===== src/rtl/pll_drp_if.sv =====
// pll_drp_if: DRP access bus plus busy/addr_err status between a DRP master and pll_drp_ctrl.
interface pll_drp_if;
    logic [6:0]  daddr;
    logic        den;
    logic        dwe;
    logic [15:0] di;
    logic [15:0] dout;
    logic        drdy;
    logic        busy;
    logic        addr_err;
    modport master (output daddr, den, dwe, di, input dout, drdy, busy, addr_err);
    modport slave  (input daddr, den, dwe, di, output dout, drdy, busy, addr_err);
endinterface


===== src/rtl/pll_drp_ctrl.sv =====
// pll_drp_ctrl: DRP slave holding PLL/MMCM divider registers with decoded, apply-gated outputs.
// Define PLL_DRP_AUX_REGS_EN to add LockReg1-3, PowerReg and FiltReg1/2 as plain storage.
module pll_drp_ctrl #(
    parameter int NUM_CLKOUT     = 6,
    parameter int DRDY_LATENCY   = 1,
    parameter int DEFAULT_DIVIDE = 1,
    parameter int DEFAULT_MULT   = 5,
    parameter int DEFAULT_DIVCLK = 1
) (
    input  logic                    clk_i,
    input  logic                    rst_i,
    pll_drp_if.slave                drp,
    input  logic                    apply_i,
    output logic [8*NUM_CLKOUT-1:0] cfg_divide_o,
    output logic [7:0]              cfg_mult_o,
    output logic [7:0]              cfg_divclk_o,
    output logic                    cfg_update_o
);
`ifdef PLL_DRP_AUX_REGS_EN
    localparam int NSLOT = 23;
`else
    localparam int NSLOT = 17;
`endif
    typedef enum logic {S_IDLE, S_WAIT} state_t;
    state_t                  state_q, state_d;
    logic [2:0]              cnt_q, cnt_d;
    logic [15:0]             regs_q [NSLOT];
    logic [15:0]             dout_q;
    logic                    err_q, hit, acc, drdy;
    logic [4:0]              slot;
    logic [8*NUM_CLKOUT-1:0] div_sh, cfg_divide_q;
    logic [7:0]              mult_sh, divclk_sh, cfg_mult_q, cfg_divclk_q;
    logic                    cfg_update_q;

    function automatic logic [15:0] enc1(input int d);
        return {4'd0, 6'((d + 1) / 2), 6'(d / 2)};
    endfunction

    function automatic logic [15:0] enc2(input int d);
        return {8'd0, 1'(d % 2), d == 1, 6'd0};
    endfunction

    // Slots: 2n/2n+1 channel n, 14/15 feedback, 16 DivReg, 17.. auxiliary storage
    function automatic logic [15:0] def_val(input int i);
        if (i < 14) return i % 2 == 0 ? enc1(DEFAULT_DIVIDE) : enc2(DEFAULT_DIVIDE);
        if (i == 14) return enc1(DEFAULT_MULT);
        if (i == 15) return enc2(DEFAULT_MULT);
        if (i == 16) return {2'd0, DEFAULT_DIVCLK == 1, 1'(DEFAULT_DIVCLK % 2), enc1(DEFAULT_DIVCLK)[11:0]};
        return 16'h0;
    endfunction

    function automatic logic [5:0] ch_base(input int n);
        return n < 5 ? 6'(4 + n) : n == 5 ? 6'd3 : 6'd9;
    endfunction

    // A zero HIGH/LOW field counts as 64
    function automatic logic [7:0] dec(input logic nc, input logic [5:0] h, input logic [5:0] l);
        return nc ? 8'd1 : {1'b0, h == 6'd0, h} + {1'b0, l == 6'd0, l};
    endfunction

    always_comb begin
        slot = '0;
        hit  = 1'b0;
        for (int n = 0; n < NUM_CLKOUT; n++)
            if (drp.daddr[6:1] == ch_base(n)) begin
                slot = {n[3:0], drp.daddr[0]};
                hit  = 1'b1;
            end
        if (drp.daddr[6:1] == 6'h0A) begin
            slot = {4'd7, drp.daddr[0]};
            hit  = 1'b1;
        end
        if (drp.daddr == 7'h16) begin
            slot = 5'd16;
            hit  = 1'b1;
        end
`ifdef PLL_DRP_AUX_REGS_EN
        if (drp.daddr inside {7'h18, 7'h19, 7'h1A}) begin
            slot = drp.daddr[4:0] - 5'd7;
            hit  = 1'b1;
        end
        if (drp.daddr == 7'h28) begin
            slot = 5'd20;
            hit  = 1'b1;
        end
        if (drp.daddr[6:1] == 6'h27) begin
            slot = 5'd21 + {4'd0, drp.daddr[0]};
            hit  = 1'b1;
        end
`endif
    end

    for (genvar g = 0; g < NUM_CLKOUT; g++)
        assign div_sh[8*g +: 8] = dec(regs_q[2*g+1][6], regs_q[2*g][11:6], regs_q[2*g][5:0]);
    assign mult_sh   = dec(regs_q[15][6], regs_q[14][11:6], regs_q[14][5:0]);
    assign divclk_sh = dec(regs_q[16][13], regs_q[16][11:6], regs_q[16][5:0]);

    always_comb begin
        state_d = state_q;
        cnt_d   = cnt_q;
        acc     = 1'b0;
        if (state_q == S_IDLE) begin
            acc = drp.den;
            if (drp.den) begin
                state_d = S_WAIT;
                cnt_d   = 3'(DRDY_LATENCY - 1);
            end
        end else if (cnt_q == 3'd0) begin
            state_d = S_IDLE;
        end else begin
            cnt_d = cnt_q - 3'd1;
        end
    end

    always_ff @(posedge clk_i or posedge rst_i) begin
        if (rst_i) begin
            state_q      <= S_IDLE;
            cnt_q        <= '0;
            dout_q       <= '0;
            err_q        <= 1'b0;
            for (int i = 0; i < NSLOT; i++) regs_q[5'(i)] <= def_val(i);
            cfg_divide_q <= {NUM_CLKOUT{8'(DEFAULT_DIVIDE)}};
            cfg_mult_q   <= 8'(DEFAULT_MULT);
            cfg_divclk_q <= 8'(DEFAULT_DIVCLK);
            cfg_update_q <= 1'b0;
        end else begin
            state_q <= state_d;
            cnt_q   <= cnt_d;
            if (acc) begin
                err_q <= !hit;
                if (drp.dwe && hit) regs_q[slot] <= drp.di;
                if (!drp.dwe) dout_q <= hit ? regs_q[slot] : 16'h0;
            end
            if (apply_i) begin
                cfg_divide_q <= div_sh;
                cfg_mult_q   <= mult_sh;
                cfg_divclk_q <= divclk_sh;
            end
            cfg_update_q <= apply_i && {div_sh, mult_sh, divclk_sh} != {cfg_divide_q, cfg_mult_q, cfg_divclk_q};
        end
    end

    assign drdy         = state_q == S_WAIT && cnt_q == 3'd0;
    assign drp.drdy     = drdy;
    assign drp.busy     = state_q == S_WAIT && cnt_q != 3'd0;
    assign drp.addr_err = drdy && err_q;
    assign drp.dout     = dout_q;
    assign cfg_divide_o = cfg_divide_q;
    assign cfg_mult_o   = cfg_mult_q;
    assign cfg_divclk_o = cfg_divclk_q;
    assign cfg_update_o = cfg_update_q;
endmodule


===== src/flat_wrapper.sv =====
// flat-port wrapper written by rule: the top's interface ports become plain ports
module pll_drp_ctrl_flat 
#(
    parameter int NUM_CLKOUT     = 6,
    parameter int DRDY_LATENCY   = 1,
    parameter int DEFAULT_DIVIDE = 1,
    parameter int DEFAULT_MULT   = 5,
    parameter int DEFAULT_DIVCLK = 1
)
  (clk_i, rst_i, apply_i, cfg_divide_o, cfg_mult_o, cfg_divclk_o, cfg_update_o, drp_daddr, drp_den, drp_dwe, drp_di, drp_dout, drp_drdy, drp_busy, drp_addr_err);
  pll_drp_if drp_i ();
  input  logic clk_i;
  input  logic rst_i;
  input  logic apply_i;
  output logic [8*NUM_CLKOUT-1:0] cfg_divide_o;
  output logic [7:0] cfg_mult_o;
  output logic [7:0] cfg_divclk_o;
  output logic cfg_update_o;
  input wire logic [$bits(drp_i.daddr)-1:0] drp_daddr;
  input wire logic [$bits(drp_i.den)-1:0] drp_den;
  input wire logic [$bits(drp_i.dwe)-1:0] drp_dwe;
  input wire logic [$bits(drp_i.di)-1:0] drp_di;
  output wire logic [$bits(drp_i.dout)-1:0] drp_dout;
  output wire logic [$bits(drp_i.drdy)-1:0] drp_drdy;
  output wire logic [$bits(drp_i.busy)-1:0] drp_busy;
  output wire logic [$bits(drp_i.addr_err)-1:0] drp_addr_err;
  assign drp_i.daddr = drp_daddr;
  assign drp_i.den = drp_den;
  assign drp_i.dwe = drp_dwe;
  assign drp_i.di = drp_di;
  assign drp_dout = drp_i.dout;
  assign drp_drdy = drp_i.drdy;
  assign drp_busy = drp_i.busy;
  assign drp_addr_err = drp_i.addr_err;
  pll_drp_ctrl #(.NUM_CLKOUT(NUM_CLKOUT), .DRDY_LATENCY(DRDY_LATENCY), .DEFAULT_DIVIDE(DEFAULT_DIVIDE), .DEFAULT_MULT(DEFAULT_MULT), .DEFAULT_DIVCLK(DEFAULT_DIVCLK)) u_core (.clk_i(clk_i), .rst_i(rst_i), .drp(drp_i), .apply_i(apply_i), .cfg_divide_o(cfg_divide_o), .cfg_mult_o(cfg_mult_o), .cfg_divclk_o(cfg_divclk_o), .cfg_update_o(cfg_update_o));
endmodule

===== config.mk =====
export PLATFORM = sky130hd
export DESIGN_NAME = pll_drp_ctrl_flat
export DESIGN_NICKNAME = d
export VERILOG_FILES = /design/src/rtl/pll_drp_if.sv /design/src/rtl/pll_drp_ctrl.sv /design/src/flat_wrapper.sv
export SDC_FILE = /design/constraint.sdc
export NUM_CORES = 1
export LEC_CHECK = 0
export ABC_AREA = 1
export CORE_MARGIN = 4
export CORE_UTILIZATION = 67
export CTS_BUF_LIST = sky130_fd_sc_hd__clkbuf_4 sky130_fd_sc_hd__clkbuf_8
export CTS_CLUSTER_DIAMETER = 50
export CTS_CLUSTER_SIZE = 28
export DETAILED_ROUTE_END_ITERATION = 7
export GPL_TIMING_DRIVEN = 0
export PLACE_DENSITY = 0.88
export SYNTH_ARGS = -nofsm -noshare
export SYNTH_HDL_FRONTEND = slang
export SYNTH_SLANG_ARGS = --single-unit
export TNS_END_PERCENT = 20

===== constraint.sdc =====
create_clock -name clk_i -period 27.7 [get_ports clk_i]
set_clock_uncertainty 0.2 [all_clocks]
set_input_delay 8.31 -clock clk_i [delete_from_list [all_inputs] [get_ports clk_i]]
set_output_delay 8.31 -clock clk_i [all_outputs]
set_load 0.005 [all_outputs]

* After elaboration in Yosys (flattened, before gate mapping)
Index checks and enable logic that the tools add are counted.
** Storage, ports and cells
- Bits in registers :: 358
- Latch bits :: 0
- RAM bits :: 0
- Bits in read-only memories :: 0
- Input port bits :: 28
- Output and inout port bits :: 84
- Word-level logic and storage cells :: 117
- Memories kept :: 0
** Cells by class
- $add $sub $neg :: 9
- $mul :: 0
- Divide/modulo/power cells :: 0
- Order comparisons :: 2
- Equality and inequality tests :: 10
- Shift-type cells :: 0
- Muxes and demuxes :: 38
- Bitwise logic cells :: 3
- Reduce and logical (&&, ||, !) cells :: 30
** Operators with widths (number)
- bitwise mux 272 bit :: 1
- logical NOT 6 bit :: 16
- binary-select mux 16 bit (select 5 bit) :: 1
- demux 16 bit (select 5 bit) :: 1
- adder 7 x 7 -> 8 bit :: 8
- two-way mux 16 bit :: 4
- two-way mux 8 bit :: 8
- inequality test 64 bit :: 1
- two-way mux 5 bit :: 7
- == test 6 x 3 -> 1 bit, second input constant :: 4
- two-way mux 1 bit :: 13
- == test 6 x 4 -> 1 bit, second input constant :: 2
- two-way mux 3 bit :: 3
- == test 7 x 5 -> 1 bit, second input constant :: 1
- == test 6 x 2 -> 1 bit, second input constant :: 1
- >= comparator 6 bit, second input constant :: 1
- logical AND 1 bit :: 6
- less-than comparator 6 x 1 -> 1 bit, second input constant :: 1
- NOT 5 -> 6 bit :: 1
- AND reduction 2 bit :: 3
- logical NOT 3 bit :: 1
- AND reduction 3 bit :: 1
- nonzero test 3 bit :: 1
- subtractor 3 x 1 -> 3 bit, second input constant :: 1
- 4 further kinds :: 5

* Longest topological paths before layout
Gate-level depths: netlist of the first run.
- Word-level depth :: 15
- Gate-level depth with buffers :: 19
- Mapped depth without buffers :: 17

* Least setup slack after synthesis of the first run
No wires, ideal clock.
- Path kind :: input -> register
- Start :: in drp_daddr[1]
- End :: reg u_core.regs_q[0] (netlist bit) (enable)
- Setup time :: 0.409 ns
- Data arrival time :: 10.540 ns
- Required time :: 27.091 ns
- Path slack :: 16.551 ns
- Stages :: 6
- Buffers on the path :: 2
- Cells stage by stage :: nand2_1 -> nor4_4 -> inv_1 -> clkbuf_1 -> clkbuf_1 -> nor3_1
** Between the ends
- Cells in the longest elaborated chain, start to end :: 11
- Elaborated cells on any way between the ends :: 18
- Those cells by class :: eq/ne: 8; mux: 8; reduce/logical: 2
** RTL lines
- start: declaration :: RTL line flat_wrapper.sv:19 : input wire logic [$bits(drp_i.daddr)-1:0] drp_daddr;
- == test 6 x 3 -> 1 bit :: RTL line pll_drp_ctrl.sv:65 : if (drp.daddr[6:1] == ch_base(n)) begin
- two-way mux 1 bit (6 in a row) :: RTL line pll_drp_ctrl.sv:65
- two-way mux 1 bit :: RTL line pll_drp_ctrl.sv:69 : if (drp.daddr[6:1] == 6'h0A) begin
- two-way mux 1 bit * :: RTL line pll_drp_ctrl.sv:73 : if (drp.daddr == 7'h16) begin
- logical AND 1 bit * :: RTL line pll_drp_ctrl.sv:131 : if (drp.dwe && hit) regs_q[slot] <= drp.di;
- AND reduction 3 bit (no source line) *
- end signal: indexed assignment :: RTL line pll_drp_ctrl.sv:131
- end: declaration :: RTL line pll_drp_ctrl.sv:27 : logic [15:0] regs_q [NSLOT];
Every way passes the cells marked *; elsewhere a longest branch is shown, timed or not.
A chain may end at the register's enable or synchronous reset.

* Final worst setup path of the first run
- Start :: in drp_daddr[2]
- End :: reg u_core.dout_q[4], in the netlist u_core.drp.dout[4]
** Between the ends
- Cells in the longest elaborated chain, start to end :: 14
- Elaborated cells on any way between the ends :: 29
- Those cells by class :: eq/ne: 8; mux: 20; bitwise: 1
** RTL lines
- == test 6 x 3 -> 1 bit :: RTL line pll_drp_ctrl.sv:65
- two-way mux 1 bit :: RTL line pll_drp_ctrl.sv:65
- two-way mux 5 bit (5 in a row) :: RTL line pll_drp_ctrl.sv:65
- two-way mux 5 bit :: RTL line pll_drp_ctrl.sv:69
- two-way mux 5 bit :: RTL line pll_drp_ctrl.sv:73
- NOT 5 -> 6 bit (not written as such) :: RTL line pll_drp_ctrl.sv:132 : if (!drp.dwe) dout_q <= hit ? regs_q[slot] : 16'h0;
- binary-select mux 16 bit (select 5 bit) :: RTL line pll_drp_ctrl.sv:132
- two-way mux 16 bit (not written as such) (2 in a row) :: RTL line pll_drp_ctrl.sv:132
- two-way mux 16 bit * :: RTL line pll_drp_ctrl.sv:132
- end signal: assignment :: RTL line pll_drp_ctrl.sv:132
- end: declaration :: RTL line pll_drp_ctrl.sv:28 : logic [15:0] dout_q;
Every way passes the cells marked *; elsewhere a longest branch is shown, timed or not. The select of a mux whose other input is x is not followed.

==> metrics.md, run 1 <==
| Metric | Value |
|---|---|
| Final cycle utilization of the critical path | 40.6% |
| CTS root buf | clkbuf_8 |
| Synth Instances | 2659 |
| Multi-input logic area | 0.00919 mm^2 |
| Syn Std Cell Area | 0.0200 mm^2 |
| Crit-path max FO | 10 |
| Clk sinks | approximately 360 |
| Slew Limit Headroom | 33.2% |
| Number of flops mapped to enable cells by yosys | 16 |
| Placed cell areas | 0.0217 mm^2 |
| FF+latch count, synth | 358 |
| Via count | 19800 |
| Wire length on met2 | 28.2 mm |
| Final WL | 63.7 mm |
| WL per Instance | 19.7 um |
| Pre-antenna DRT Iters | 6 |
| Worst Hold End | u_core.regs_q[70]$_DFFE_PP1P_ |
| Sequential share of power | 48.1% |
| Layout Cells excl Fill | 3228 |
| Worst reg2reg path depth | 11 |
| Post-CTS Setup Repair Bufs | 0 |
| Final TNS setup | 0 ps |
| FP Rows | 62 |
| Die height | approximately 180 um |
| Worst-Margin Slew | 1000 ps |
| RSZ-0062 raised after global routing | no |
| CP most frequent cell | nand2_1 |
| Critical Path Start | drp_daddr[2] |
| Core area | 0.0290 mm^2 |
| Initial antenna violation count | 0 |
| Maximum VDD drop | 0.0415 mV |
| First-pass GRT wire length | 100 mm |
| Avg Cell Area, Syn | 7.50 um^2 |
| Pins Over Slew Limit | 0 |
| Leakage | ~11 nW |
| Clock latency at the later pin of the worst-skew pair | 590 ps |
| DR iter-0 viols | between 2000 and 3000 |
| Filler cells | 2180 |
| Wire length on met1 | between 20 and 25 mm |
| Most common cell after layout, fill and taps aside | nand2_1 |
| Min-delay src | u_core.regs_q[70]$_DFFE_PP1P_ |
| CP Capture Type | register |
| Sw frac | between 30% and 40% |
| Bufs and invs on worst path | 4 |
| Clock transition at path regs | between 100 and 150 ps |
| Io pins | 112 |
| Vias in the first global route | 18700 |
| H-tree depth | 2 |
| Top_reg_cell synth | dfrtp_1 |
| Die area | 0.0326 mm^2 |
| Setup CP Type | input port to register |
| TritonCTS Buffers | 38 |
| Gr usage total | 38.2% |
| Layout area overhead | 13.2% |
| Total grt overflow | 0 |
| Post-synth ARST share | 95.5% |
| Setup violators final | 0 |
| CTS hold repair buffers | 0 |
| Final hold vios | 0 |
| Critical Path Max Stage Delay | roughly 560 ps |
| Drc violations | 0 |
| Share of the synthesized area in the top cell type | 38.6% |
| Worst path slowest cell | clkdlybuf4s50_1 |
| Clk pwr share | around 36% |
| Logic pwr share | around 16% |
| Crit-path cells | clkdlybuf4s50_1 > nand2_1 > inv_1 > nand3_1 > nand3_2 > nand2_2 > buf_4 > clkbuf_1 > o21ai_0 > nand2_1 > nand3_1 > nand3_1 > nand2_1 > nand2_1 > nand2_1 > nand2_1 |
| Synth top area cells | dfrtp_1 39%, nand2_1 17%, o21ai_0 8.3% |
| Placed instance count | 3158 |
| Finished Cell Area | 0.0226 mm^2 |
| Met3 wire len | 7.59 mm |
| Layout cells sized above 1 | 6.89% |
| WP data arrival | approximately 12000 ps |
| Resize count post-CTS | 0 |
| Commonest non-fill, non-tap cells in the layout | 885 x nand2_1, 331 x o21ai_0, 308 x dfrtp_1 |
| Library cells used by synthesis | 37 |
| Post-synthesis sequential area ratio | 45.5% |
| Max-capacitance violation count | 0 |
| Clock Tree Buf Depth | 3 |
| Storage cell area | a little over 0.009 mm^2 |
| Die width | approximately 180 um |
| Fmax | between 80 and 90 MHz |
| Worst path required time | ~28000 ps |
| Port bufs | around 110 |
| Uppermost layer routed | met4 |
| Cell taking the most area after synthesis | dfrtp_1 |
| Int Power | 0.812 mW |
| Hold Crit Class | register to register |
| CP Launch Type | input port |
| Reg2Reg Setup Slack | 24750 ps |
| P_sw | 0.357 mW |
| Status | finished clean |
| CTS tree | done |
| Minimum clock period | 11240 ps |
| Final RePlAce weighted congestion | 1.07 |
| Post-DP HPWL | around 47 mm |
| NumNets Final | 2908 |
| Via/cell ratio | a little over 6 |
| Mapped Nets | between 2000 and 3000 |
| ANT nets after route | 0 |
| Synth Warn # | 0 |
| Hold Path Depth | 1 |
| R2r startpoint | u_core.regs_q[0]$_DFFE_PP_ |
| Initial Utilization | 68.8% |
| Top delay family on crit path | simple AND/OR/NAND/NOR gates |
| Largest net degree at the start of global routing | 121 |
| Power per cell area | 51.7 mW/mm^2 |
| Inserted Diodes | 0 |
| FF-to-FF End | u_core.cfg_update_o$_DFF_PP0_ |
==> synthesized netlist by cell type, types with 8 or more instances <==
| cell type | number |
|---|---|
| nand3_1 | 145 |
| buf_6 | 13 |
| buf_2 | 19 |
| fa_1 | 8 |
| o21ai_0 | 331 |
| nor3_1 | 25 |
| clkbuf_1 | 121 |
| clkinv_1 | 9 |
| nand4_1 | 60 |
| o21ai_1 | 58 |
| edfxtp_1 | 16 |
| o21ai_2 | 28 |
| inv_1 | 246 |
| nand3b_1 | 27 |
| dfstp_2 | 34 |
| ha_1 | 58 |
| xnor2_1 | 9 |
| a21oi_1 | 80 |
| dfrtp_1 | 308 |
| nor2_1 | 121 |
| xor2_1 | 17 |
| nand2_1 | 885 |
==> registers in the layout, summed over array words and instances (netlist names) <==
| signal | cells |
|---|---|
| u_core.cfg_divclk_o | 8 |
| u_core.cfg_divide_o | 48 |
| u_core.cfg_mult_o | 8 |
| u_core.cfg_update_o | 1 |
| u_core.cnt_q | 3 |
| u_core.drp.dout | 16 |
| u_core.err_q | 1 |
| u_core.regs_q | 272 |
| u_core.state_q | 1 |
==> worst max-delay path by stage <==
stage | endpoint | depth (start not counted)
floorplan | u_core.cfg_divclk_o[1]$_DFFE_PP0P_ | 1
global placement | u_core.cfg_divide_o[14]$_DFFE_PP0P_ | 2
detailed placement | u_core.regs_q[4]$_DFFE_PP_ | 8
CTS | u_core.regs_q[8]$_DFFE_PP_ | 8
global route | u_core.drp.dout[3]$_DFFE_PP0P_ | 16
finish | u_core.drp.dout[4]$_DFFE_PP0P_ | 16
==> cells by family (layout without fill, tap and decap cells) <==
logic type / Yosys count / in the layout / share of synthesized area [%]
AND/OR/NAND/NOR: 1284 / 1284 / 27.1
AO/OA/AOI/OAI: 507 / 507 / 13.4
buffers and inverters: 418 / 603 / 8.49
flip-flops: 358 / 358 / 45.5
adder cells (fa/ha/maj): 66 / 66 / 4.44
XOR/XNOR: 26 / 26 / 1.14
==> power by group through the flow <==
| stage | clock (mW) | sequential, mW | combinational [mW] |
|---|---|---|---|
| 3_5_place_dp | 0 | 0.572 | 0.182 |
| 6_report | 0.420 | 0.562 | 0.186 |
| 2_1_floorplan | 0 | 0.568 | 0.112 |
| 4_1_cts | 0.417 | 0.562 | 0.183 |
| 3_3_place_gp | 0 | 0.571 | 0.174 |
| 5_1_grt | 0.440 | 0.564 | 0.205 |
==> metal layers <==
| layer | global-route usage (%) | vias to the layer above |
|---|---|---|
| met5 | 0 | - |
| met4 | 15.7 | 0 |
| met3 | 8.84 | 224 |
| met2 | 58.6 | 1270 |
| met1 | 53.0 | 9374 |
| li1 | - | 8885 |
==> through the flow <==
| stage | total power, mW | util (%) | worst slack [ps] | hold WS (ps) |
|---|---|---|---|---|
| 2_1_floorplan | 0.680 | - | 9770 | 220 |
| 3_3_place_gp | 0.745 | 74.3 | 6010 | 231 |
| 3_5_place_dp | 0.754 | 74.6 | 16110 | 239 |
| 4_1_cts | 1.16 | 77.9 | 16680 | 256 |
| 5_1_grt | 1.21 | 77.9 | 16370 | 280 |
| 6_report | 1.17 | 77.9 | 16460 | 252 |
==> area by class of cell <==
cell class / instances / share of cell area (%)
multi-input combinational: 1883 / 40.6
sequential: 358 / 40.2
timing repair buffer: 115 / 5.33
inverter: 258 / 4.32
buffer: 160 / 3.21
clock buffer: 45 / 2.71
tap: 384 / 2.13
clock inverter: 25 / 1.47
No activity file was read; power rests on OpenSTA's default activity.
==> run 2: changes to the inputs <==
CORE_UTILIZATION = 63   (was 67)
PLACE_DENSITY = 0.83   (was 0.88)
clock period = 10.5 ns   (was 27.7 ns; I/O delays follow)
==> run 2 against run 1 <==
Against the previous run:
- cell count rose by 0.56%
- hold slack got worse by 0.73 ps
- combinational power rose to 2.7 times the previous value
- via count shrank 3.1%
- non-clock buffer count rose by 6
- register-to-register slack lost 17000 ps
- sequential power rose to 2.6 times the previous value
- clock power rose by 130%
- first-iteration DRC count is 19% lower
- critical path depth is the same
- highest routed layer unchanged
==> metrics.md, run 2 (same netlist as run 1, synthesis figures left out) <==
| Metric | Value |
|---|---|
| Setup CP Type | input port to register |
| Slew Limit Headroom | 33.2% (about the same) |
| Die height | 186 um (+3.0%) |
| Layout cells sized above 1 | 7.09% (+0.20 points) |
| CTS root buf | clkbuf_8 |
| CP Launch Type | input port |
| Final TNS setup | 0 ps (unchanged) |
| Die area | 0.0346 mm^2 (+6.1%) |
| Worst path slowest cell | clkdlybuf4s50_1 |
| Clock transition at path regs | 90 ps (-20 ps) |
| WP data arrival | 6310 ps (-5210 ps) |
| Power per cell area | 131 mW/mm^2 (+150%) |
| Initial Utilization | 64.6% (-4.2 points) |
| Crit-path cells | clkdlybuf4s50_1 > nand2_1 > inv_1 > nand3_1 > nand3_2 > nand2_2 > buf_4 > clkbuf_1 > o21ai_0 > nand2_1 > nand3_1 > nand3_1 > nand2_1 > nand2_1 > nand2_1 > nand2_1 |
| Initial antenna violation count | 0 (unchanged) |
| Largest net degree at the start of global routing | 41 (-66%) |
| Hold Crit Class | register to register |
| Layout area overhead | 13.1% |
| Pre-antenna DRT Iters | 6 (unchanged) |
| FP Rows | 64 (+3.2%) |
| Final RePlAce weighted congestion | 1.01 (-5.5%) |
| Clock latency at the later pin of the worst-skew pair | 580 ps (about the same) |
| Fmax | 165 MHz |
| RSZ-0062 raised after global routing | no |
| Final hold vios | 0 (unchanged) |
| Final WL | 62.6 mm (-1.6%) |
| Drc violations | 0 (unchanged) |
| Max-capacitance violation count | 0 (unchanged) |
| Status | finished clean |
| Die width | 186 um (+3.0%) |
| Worst-Margin Slew | 1000 ps (-0.177 ps) |
| Inserted Diodes | 0 (unchanged) |
| Total grt overflow | 0 (unchanged) |
| Post-DP HPWL | 47.9 mm (+1.0%) |
| Port bufs | 111 (unchanged) |
| Worst path required time | 10760 ps (-17220 ps) |
| Critical Path Max Stage Delay | 530 ps (-30 ps) |
| NumNets Final | 2915 (+0.24%) |
| Gr usage total | 36.5% (-1.7 points) |
| Via/cell ratio | 5.90 (-3.6%) |
| Maximum VDD drop | 0.110 mV (+160%) |
| CTS tree | done |
| Vias in the first global route | 18200 (-2.4%) |
| DR iter-0 viols | 2106 (-19%) |
| Crit-path max FO | 10 (unchanged) |
| Filler cells | 2512 (+15%) |
| Final total power | 2.97 mW (+150%) |
| Clock Tree Buf Depth | 3 (unchanged) |
| Via count | 19100 (-3.1%) |
| Pins Over Slew Limit | 0 (unchanged) |
| CTS hold repair buffers | 0 (unchanged) |
| Max reg flops | 272 (unchanged) |
| ANT nets after route | 0 (unchanged) |
| Io pins | 112 (unchanged) |
| Most common cell after layout, fill and taps aside | nand2_1 |
| Commonest non-fill, non-tap cells in the layout | 885 x nand2_1, 331 x o21ai_0, 308 x dfrtp_1 |
| Final cycle utilization of the critical path | ~58% |
| Resize count post-CTS | 0 (unchanged) |
| WL per Instance | 19.3 um (-2.2%) |
| Core area | 0.0309 mm^2 (+6.5%) |
| CP Capture Type | register |
| Setup violators final | 0 (unchanged) |
| Leakage | 11.3 nW (-0.17%) |
| TritonCTS Buffers | 39 (+2.6%) |
| H-tree depth | 2 (unchanged) |
| Minimum clock period | 6050 ps |
| Post-CTS Setup Repair Bufs | 0 (unchanged) |
| CP most frequent cell | nand2_1 |
| First-pass GRT wire length | 98.9 mm (-1.4%) |
| Reg2Reg Setup Slack | 7540 ps (-17210 ps) |
| Clk sinks | 358 (unchanged) |
| Top reg by flops | u_core.regs_q |
run 2: path summary, 6_finish.rpt:
kind	depth (start not counted)	startpoint	endpoint
max	16	drp_daddr[2]	u_core.drp.dout[4]$_DFFE_PP0P_
min reg2reg	1	u_core.regs_q[70]$_DFFE_PP1P_	u_core.regs_q[70]$_DFFE_PP1P_
min in group asynchronous	2	rst_i	u_core.regs_q[61]$_DFFE_PP0P_
max reg2reg	13	u_core.regs_q[160]$_DFFE_PP0P_	u_core.cfg_update_o$_DFF_PP0_
max in group asynchronous	6	rst_i	u_core.regs_q[246]$_DFFE_PP1P_
min	1	u_core.regs_q[70]$_DFFE_PP1P_	u_core.regs_q[70]$_DFFE_PP1P_
run 2: per-stage QoR:
stage | hold WS [ps] | instances | setup WS, ps | cell area (um^2) | util (%)
after floorplan | 220 | 2659 | 2600 | 20000 | -
after global placement | 231 | 3166 | 319 | 21600 | 69.8
after detailed placement | 236 | 3176 | 4020 | 21800 | 70.4
after CTS | 251 | 3246 | 4600 | 22600 | 73.0
after global routing | 257 | 3246 | 4310 | 22600 | 73.0
final | 251 | 3246 | 4450 | 22600 | 73.0
run 2: worst max-delay path, delay by kind of cell:
| kind | cells | cell delay, ps |
|---|---|---|
| AOI/OAI and AO/OA | 1 | 490 |
| buffers and inverters | 4 | 1140 |
| and+or+nand+nor | 11 | 1520 |
run 2: final cells by class:
cell class	instances	area (um^2)	share of cell area, %
repair buffers	121	1300	5.77
clock inverters	27	231	1.03
plain buffers	160	726	3.22
well taps	396	495	2.20
clock buffers	43	573	2.54
inverters	258	972	4.31
flip-flops and latches	358	9080	40.2
multi-input cells	1883	9190	40.7
run 2: power by group:
group / switching (mW) / total, mW / leakage, nW / internal, mW
registers: 0.0494 / 1.48 / 4.74 / 1.43
logic: 0.310 / 0.500 / 6.16 / 0.190
clock network: 0.581 / 0.983 / 0.405 / 0.401
total: 0.941 / 2.97 / 11.3 / 2.03
run 2: metal layers:
metal  global-route usage, %  up-vias  routed length, um
met2                    56.1      984              27600
met4                    13.1        0               2520
met5                       0        -                  0
met3                    7.29      163               6300
li1                        -     8911                  -
met1                    51.9     9087              26200
